### src/rtl/reverb_pkg.sv
// ============================================================================
// Module  : reverb_pkg
// Brief   : Shared types and constants for the reverb MAC sequencer.
// Rev     : 1.0  initial release
// ============================================================================
`default_nettype none

package reverb_pkg;

    localparam int FRAC_BITS = 8;

    // Saturation limits for the default 24-bit data word
    localparam logic [23:0] MAX_POS = 24'h7FFFFF;
    localparam logic [23:0] MAX_NEG = 24'h800000;

    typedef enum logic [1:0] {
        IDLE = 2'd0,
        MUL  = 2'd1,
        ADD  = 2'd2,
        OUT  = 2'd3
    } state_t;

endpackage

`default_nettype wire

### src/rtl/reverb_mac_alu.sv
// ============================================================================
// Module  : reverb_mac_alu
// Brief   : Combinational fixed-point multiply, add and overflow detection.
//           Saturation enabled by defining REVERB_SAT_EN.
// Rev     : 1.0  initial release
// ============================================================================
`default_nettype none

module reverb_mac_alu
    import reverb_pkg::*;
#(
    parameter int N = 24
) (
    input  logic [N-1:0] mul_a,
    input  logic [N-1:0] mul_b,
    input  logic [N-1:0] add_a,
    input  logic [N-1:0] add_b,
    output logic [N-1:0] prod,
    output logic         mul_ovf,
    output logic [N-1:0] sum,
    output logic         add_ovf
);

    localparam logic [N-1:0] c_max_pos = {1'b0, {(N-1){1'b1}}};
    localparam logic [N-1:0] c_max_neg = {1'b1, {(N-1){1'b0}}};

    logic signed [2*N-1:0]        w_full;
    logic [N-1:0]                 w_trunc;
    logic [2*N-1:N-1+FRAC_BITS]   w_hi;
    logic [N-1:0]                 w_sum;
    logic                         w_unused_frac;

    assign w_full  = $signed({{N{mul_a[N-1]}}, mul_a}) * $signed({{N{mul_b[N-1]}}, mul_b});
    assign w_trunc = w_full[N-1+FRAC_BITS:FRAC_BITS];
    assign w_hi    = w_full[2*N-1:N-1+FRAC_BITS];
    // Fraction bits below the result LSB are dropped (floor truncation)
    assign w_unused_frac = ^w_full[FRAC_BITS-1:0];

    assign mul_ovf = ~((&w_hi) | ~(|w_hi));
    assign w_sum   = add_a + add_b;
    assign add_ovf = (add_a[N-1] == add_b[N-1]) && (w_sum[N-1] != add_a[N-1]);

`ifdef REVERB_SAT_EN
    assign prod = mul_ovf ? (w_full[2*N-1] ? c_max_neg : c_max_pos) : w_trunc;
    assign sum  = add_ovf ? (add_a[N-1] ? c_max_neg : c_max_pos) : w_sum;
`else
    assign prod = w_trunc;
    assign sum  = w_sum;
`endif

endmodule

`default_nettype wire

### src/rtl/reverb_mac_sequencer.sv
// ============================================================================
// Module  : reverb_mac_sequencer
// Brief   : Four-state sequencer computing y = x + alpha*d with handshakes.
//           Optional saturation via REVERB_SAT_EN (see reverb_mac_alu).
// Rev     : 1.0  initial release
// ============================================================================
`default_nettype none

module reverb_mac_sequencer
    import reverb_pkg::*;
#(
    parameter int N = 24
) (
    input  logic         clk,
    input  logic         rst,
    input  logic         in_valid,
    output logic         in_ready,
    input  logic [N-1:0] x,
    input  logic [N-1:0] d,
    input  logic [N-1:0] alpha,
    output logic [N-1:0] y,
    output logic         out_valid,
    input  logic         out_ready,
    output logic         ovf,
    output logic [15:0]  sample_cnt
);

    state_t       r_state;
    state_t       w_next;
    logic [N-1:0] r_x;
    logic [N-1:0] r_d;
    logic [N-1:0] r_alpha;
    logic [N-1:0] r_p;
    logic [N-1:0] r_y;
    logic         r_mul_ovf;
    logic         r_ovf;
    logic [15:0]  r_cnt;

    logic [N-1:0] w_prod;
    logic [N-1:0] w_sum;
    logic         w_mul_ovf;
    logic         w_add_ovf;

    reverb_mac_alu #(.N(N)) u_alu (
        .mul_a   (r_alpha),
        .mul_b   (r_d),
        .add_a   (r_x),
        .add_b   (r_p),
        .prod    (w_prod),
        .mul_ovf (w_mul_ovf),
        .sum     (w_sum),
        .add_ovf (w_add_ovf)
    );

    always_ff @(posedge clk) begin
        if (rst) begin
            r_state <= IDLE;
        end else begin
            r_state <= w_next;
        end
    end

    always_comb begin
        w_next = r_state;
        case (r_state)
            IDLE:    if (in_valid) w_next = MUL;
            MUL:     w_next = ADD;
            ADD:     w_next = OUT;
            OUT:     if (out_ready) w_next = IDLE;
            default: w_next = IDLE;
        endcase
    end

    always_comb begin
        in_ready  = (r_state == IDLE);
        out_valid = (r_state == OUT);
    end

    always_ff @(posedge clk) begin
        if (rst) begin
            r_x       <= '0;
            r_d       <= '0;
            r_alpha   <= '0;
            r_p       <= '0;
            r_y       <= '0;
            r_mul_ovf <= 1'b0;
            r_ovf     <= 1'b0;
            r_cnt     <= 16'd0;
        end else begin
            case (r_state)
                IDLE: begin
                    if (in_valid) begin
                        r_x       <= x;
                        r_d       <= d;
                        r_alpha   <= alpha;
                        r_mul_ovf <= 1'b0;
                        r_ovf     <= 1'b0;
                    end
                end
                MUL: begin
                    r_p       <= w_prod;
                    r_mul_ovf <= w_mul_ovf;
                end
                ADD: begin
                    r_y   <= w_sum;
                    r_ovf <= r_mul_ovf | w_add_ovf;
                end
                OUT: begin
                    if (out_ready) r_cnt <= r_cnt + 16'd1;
                end
                default: ;
            endcase
        end
    end

    assign y          = r_y;
    assign ovf        = r_ovf;
    assign sample_cnt = r_cnt;

endmodule

`default_nettype wire

### config.mk
export PLATFORM = sky130hd
export DESIGN_NAME = reverb_mac_sequencer
export DESIGN_NICKNAME = d
export VERILOG_FILES = /design/src/rtl/reverb_pkg.sv /design/src/rtl/reverb_mac_alu.sv /design/src/rtl/reverb_mac_sequencer.sv
export SDC_FILE = /design/constraint.sdc
export NUM_CORES = 2
export LEC_CHECK = 0
export CAP_MARGIN = 20
export CORE_MARGIN = 2
export CORE_UTILIZATION = 55
export DETAILED_ROUTE_END_ITERATION = 16
export PLACE_DENSITY = 0.79
export SLEW_MARGIN = 20
export SYNTH_ARGS = -nofsm -noshare
export SYNTH_HDL_FRONTEND = slang
export SYNTH_SLANG_ARGS = --single-unit
### constraint.sdc
create_clock -name clk -period 7.9 [get_ports clk]
set_input_delay 1.58 -clock clk [delete_from_list [all_inputs] [get_ports clk]]
set_output_delay 1.58 -clock clk [all_outputs]
set_load 0.01 [all_outputs]
---- After elaboration in Yosys (flattened, before gate mapping) ----
Index checks and enable logic that the tools add are counted.
storage, ports and cells
  memory bits (read-only) ................. 0
  RAM bits ................................ 0
  bits in registers ....................... 140
  bits of input ports ..................... 76
  logic and storage cells ................. 40
  bits in latches ......................... 0
  memories ................................ 0
  output and inout bits ................... 43
cells by class
  reduce and logical (&&, ||, !) cells .... 11
  shift-type cells ........................ 0
  multiply operators ...................... 1
  equal/unequal tests ..................... 7
  bitwise operators ....................... 4
  divide/modulo/power cells ............... 0
  add/subtract/negate cells ............... 2
  muxes and demuxes ....................... 6
  $lt $le $gt $ge ......................... 0
operators by type and width
  operator               count
  $mul 24x24->48         1
  $add 24x24->24         1
  $reduce_and 17->1      1
  $reduce_or 17->1       1
  $add 16x1->16 const B  1
  $reduce_and 2->1       5
  $pmux 2 s4             1
  $eq 2x2->1 const B     2
  $mux 2                 2
  $pmux 1 s2             2
  $reduce_bool 2->1      2
  $eq 2x1->1 const B     1
  $logic_not 2->1        1
  $ne 2x1->1 const B     1
  $ne 2x2->1 const B     1
  $not 1->1              2
  $or 1x1->1             2
  $eq 1x1->1             1
  $logic_and 1x1->1      1
  $mux 1                 1
  $ne 1x1->1             1

---- Depth between registers and ports, before layout ----
  depth after elaboration ................. 6
  depth in mapped cells ................... 30
  gate-level depth less buffers ........... 28

---- Hierarchy ----
Synthesis repeated with hierarchy kept, for this count alone.
unflattened totals
  cells, all modules ...................... 2,931
  area, all modules ....................... 26,786.9 µm²
modules (own cells, without submodules)
  module                area an instance (µm²)  instances  cells an instance
  reverb_mac_alu        21,673.3                1          2,354
  reverb_mac_sequencer  5,113.7                 1          577

---- Worst setup path after synthesis ----
No wires, ideal clock.
  path kind ............................... reg2reg
  from .................................... register r_d[3]
  to ...................................... register r_mul_ovf
  setup time .............................. 0.116 ns
  path slack .............................. 0.523 ns
  data required time ...................... 7.784 ns
  arrival ................................. 7.261 ns
  path buffers ............................ 2
  cell stages (with the launch flop) ...... 27
  clock period less this slack ............ 7.377 ns
  path through ............................ dfxtp_1 -> clkbuf_1 -> nand2_1 -> fa_1 -> fa_1 -> fa_1 -> inv_1 -> fa_1 -> inv_1 -> fa_1 -> inv_1 -> fa_1 -> fa_1 -> ha_1 -> clkbuf_1 -> a21oi_1 -> o21ai_0 -> or4_1 -> a211oi_1 -> or4_4 -> o41a_1 -> o221ai_2 -> a21oi_1 -> xnor2_1 -> a211oi_1 -> nand4_1 -> o211a_1
between the ends
  cells in the longest elaborated chain, start to end .. 6
RTL lines
  element                 RTL line                     RTL
  start, declared         reverb_mac_sequencer.sv:31   logic [N-1:0] r_d;
  start signal, assigned  reverb_mac_sequencer.sv:82   r_d <= '0;
  start signal, assigned  reverb_mac_sequencer.sv:94   r_d <= d;
  $mul 24x24->48 *        reverb_mac_alu.sv:33         assign w_full = $signed({{N{mul_a[N-1]}}, mul_a}) * $signed({{N{mul_b[N-1]}}, mul_b});
  $reduce_or 17->1        reverb_mac_alu.sv:39         assign mul_ovf = ~((&w_hi) | ~(|w_hi));
  $not 1->1               reverb_mac_alu.sv:39
  $or 1x1->1 *            reverb_mac_alu.sv:39
  $not 1->1 *             reverb_mac_alu.sv:39
  $pmux 1 s2 *            reverb_mac_sequencer.sv:90   case (r_state)
  end signal, assigned    reverb_mac_sequencer.sv:102  r_mul_ovf <= w_mul_ovf;
  end, declared           reverb_mac_sequencer.sv:35   logic r_mul_ovf;
Every way passes the cells marked *; elsewhere a longest branch is shown, timed or not.
A chain may end at the register's enable or synchronous reset.

---- Final worst setup path ----
  from .................................... register r_d[15]
  to ...................................... register r_mul_ovf
Same word-level chain as after synthesis.

==> impl_results.md <==
- Maximum fanout along the worst path: 23
- Most common cell on crit path: fa_1
- Worst slew pin tran: 0.9398 ns
- Crit Path Class: flip-flop to flip-flop
- Register bit count reported by yosys: 140
- Fin nets: 3942
- Mux cell area share after synthesis: 1.406%
- Vias in the first global route: 22730
- Clock Pin Slew Worst Setup and Hold Paths: 0.07 ns
- Min cycle time layout: 7.649 ns
- Compound-Gate Fraction of Synth Area: 6.410%
- Clock insertion delay at the later pin of the skew report: 0.46 ns
- Via density per instance: 5.569
- Fmax: 130.7 MHz
- Min-Delay Path Class: flip-flop to flip-flop
- WP data required: 8.25 ns
- Non-filler instance count after layout: 3778
- Hpwl dp: 60.81 mm
- # port buffers: 118
- CTS buffer count: 17
- Core area: 0.04875 sq mm
- CP max stage cell: fa_1
- Top delay family on crit path: adder cells
- Gpl congestion: 0.9916
- Largest family of logic cells by synthesized area: adder cells
- First-pass GRT wire length: 116.9 mm
- Worst R2R End: r_mul_ovf
- P&R area growth vs syn: 11.19%
- Post-Synth XOR/XNOR Area: 2.622%
- Initial Utilization: 55.50%
- # rows: 81
- CP Capture Type: flip-flop
- Routed wire per std cell: 19.09 um
- Setup slack, reg-to-reg: 0.25 ns
- Cts hold-fix bufs: 0
- Yosys cell types: 61
- Power per standard cell area: 224.8 mW/mm^2
- Number of antenna violations at the first check in global routing: 0
- Post-Place Cells: 3745
- Hold Crit Start: r_x[12]
- Slew margin rel.: 37.35%
- 1st-pass router iterations: 6
- Grt ovf: 0
- CTS tree: done
- WHS Path Cells: 2
- Reg2Reg Depth: 25
- Die H: 225.8 um
- Final Core Density: 61.71%
- Worst vdd ir: 264.6 uV
- Post-synth ARST share: 0%
- Setup TNS: 0 ns
- Sequential fraction of the synthesis area: 10.36%
- Fin crit share: 96.82%
- Largest net degree at the start of global routing: 84
- Post-synthesis adder-cell area fraction: 52.22%
- Startpoint types: flip-flop
- EDFF count, synth: 0
- RSZ-0062 raised after global routing: no
- Clock root buffer: clkbuf_16
- Final Hold Fails: 0
- Clk sinks: 140
- H-tree Lvls: 4
- Hold EP: r_x[12]
- Worst hold slack: 0.4676 ns
- Vias: 21040
- Mapped Avg Cell Area: 9.033 sq um
- # fillers: 3978
- Global Route Usage Sum: 29.68%
- Area of the mapped netlist: 0.02705 sq mm
- Final setup viols: 0
- Yosys warnings: 0
- I/O pins: 119
- Final slew viol count: 0
- Starting DRT DRC Count: 1708
- Total routed wirelength: 72.12 mm
- Die area: 0.05098 sq mm
- MaxCap Viol Count: 0
- Layout cells sized above 1: 5.588%
- Detail Route Antenna Nets: 0
- Synth Instances: 2995
- Worst path max stage delay: 0.59 ns
- Static Leak: 13.45 nW
- Residual DRC: 0
- Total power: 6.763 mW
- Status: complete, no violations
- R2r startpoint: r_d[15]
- CP Buf/Inv Count: 4
- Ys flop type: dfxtp_1
- Die W: 225.8 um
- Syn Nets: 3836
- Clock skew: 0.01739 ns
- Diodes inserted: 0
- Arrival time worst endpoint: 8.00 ns
- Post-synthesis simple-gate area fraction: 16.75%
- CTS Buffer Depth: 2
==> cell usage in the layout, fill, tap and decap left out, types with 16 or more instances in the layout <==
master,netlist,routed
fa_1,607,607
clkdlybuf4s50_1,0,117
clkbuf_16,0,17
nand2b_1,20,20
a21oi_1,153,153
xor2_1,23,23
and2_1,290,289
nor2_1,103,103
xnor2_1,58,58
mux2i_1,38,38
o21ai_0,32,30
nand2_1,454,453
a21o_1,21,21
ha_1,158,158
buf_4,0,112
nor3_1,16,16
inv_1,591,590
dfxtp_1,140,126
==> layout make-up <==
class / count / area, sq um / share of cell area [%]
multi-input cells: 2118 / 21510 / 71.52
clock inverters: 15 / 188.9 / 0.6281
inverters: 592 / 2226 / 7.400
clock buffers: 17 / 425.4 / 1.414
repair buffers: 232 / 2072 / 6.888
flip-flops and latches: 140 / 2823 / 9.384
well taps: 664 / 830.8 / 2.762
==> timing repair <==
item,CTS,global route
endpoints found under the setup margin,0,1
resized for setup,0,23
hold endpoints to repair,0,0
setup buffers,0,1
==> registers in the layout, summed over array words and instances, names as in the netlist <==
name        cells
r_alpha        24
r_state         2
r_d            24
ovf             1
r_x            24
sample_cnt     16
y              24
r_mul_ovf       1
r_p            24
==> synth_stat cells, types with 3 or more instances <==
library cell / n / area share, %
nor4_1: 5 / 0.12
fa_1: 607 / 45
o21ai_0: 32 / 0.59
o22ai_1: 3 / 0.069
nor2b_1: 7 / 0.16
o41ai_1: 3 / 0.097
nand4_1: 13 / 0.30
o21a_1: 10 / 0.28
nand2_1: 454 / 6.3
inv_1: 591 / 8.2
clkbuf_1: 141 / 2.0
or3_1: 10 / 0.23
a21oi_1: 153 / 2.8
mux2i_1: 38 / 1.4
a2111oi_0: 3 / 0.097
xor2_1: 23 / 0.74
and3_1: 9 / 0.21
a211oi_1: 13 / 0.36
nand3_1: 11 / 0.20
o31ai_1: 4 / 0.11
a31oi_1: 3 / 0.069
xnor2_1: 58 / 1.9
ha_1: 158 / 7.3
nand2b_1: 20 / 0.46
dfxtp_1: 140 / 10
o31a_1: 4 / 0.13
and2_1: 290 / 6.7
o211ai_1: 4 / 0.11
nor2_1: 103 / 1.4
nor3_1: 16 / 0.30
and4_1: 4 / 0.13
buf_1: 4 / 0.055
o21bai_1: 10 / 0.28
a21o_1: 21 / 0.58
==> power by group <==
part           internal (mW)  switching (mW)
registers              0.853           0.222
clock network          0.432           0.414
logic                   1.96            2.88
==> layer usage <==
layer	up-vias	GRT usage, %	share of wire, %
met5	-	0	0
met4	0	13.48	4.6
met3	215	4.814	7.9
met2	960	50.93	50
met1	10680	36.95	37
li1	9187	-	-
==> through the flow <==
stage	instance area [sq um]	setup WS, ns
after floorplan	27050	0.5229
after global placement	29410	0.2519
after detailed placement	29410	0.1376
after CTS	30020	0.1207
after global routing	30080	0.008025
final	30080	0.2514
==> cells by family after synthesis <==
group	after synthesis
buf+inv	737
flops	140
simple gates	949
mux	38
compound gates	285
fa+ha+maj	765
xor+xnor	81
==> worst reg2reg max path, cell delays in order, from the launching register on <==
cell and delay, ns:
dfxtp_1 0.45, buf_4 0.35, nand2_1 0.15, fa_1 0.56, inv_1 0.06, fa_1 0.44
fa_1 0.48, fa_1 0.59, fa_1 0.44, fa_1 0.49, inv_1 0.05, fa_1 0.47
inv_1 0.04, ha_1 0.32, nand2_1 0.07, o211ai_1 0.28, nand2b_1 0.16, a31oi_1 0.11
or4_4 0.59, o21ai_2 0.22, a21oi_1 0.17, o41ai_1 0.39, xor2_1 0.23, and4_1 0.22
nand4_1 0.10, o211a_1 0.14
==> how the worst max path moves through the flow <==
stage                     start        end  slack, ns  cells past startpoint
floorplan                r_d[3]  r_mul_ovf       0.52                     26
global placement     r_alpha[3]  r_mul_ovf       0.25                     24
detailed placement   r_alpha[3]  r_mul_ovf       0.14                     26
CTS                  r_alpha[3]  r_mul_ovf       0.12                     26
finish                  r_d[15]  r_mul_ovf       0.25                     25
global route        r_alpha[17]  r_mul_ovf      0.008                     26
Power figures use the tool's default switching activity.
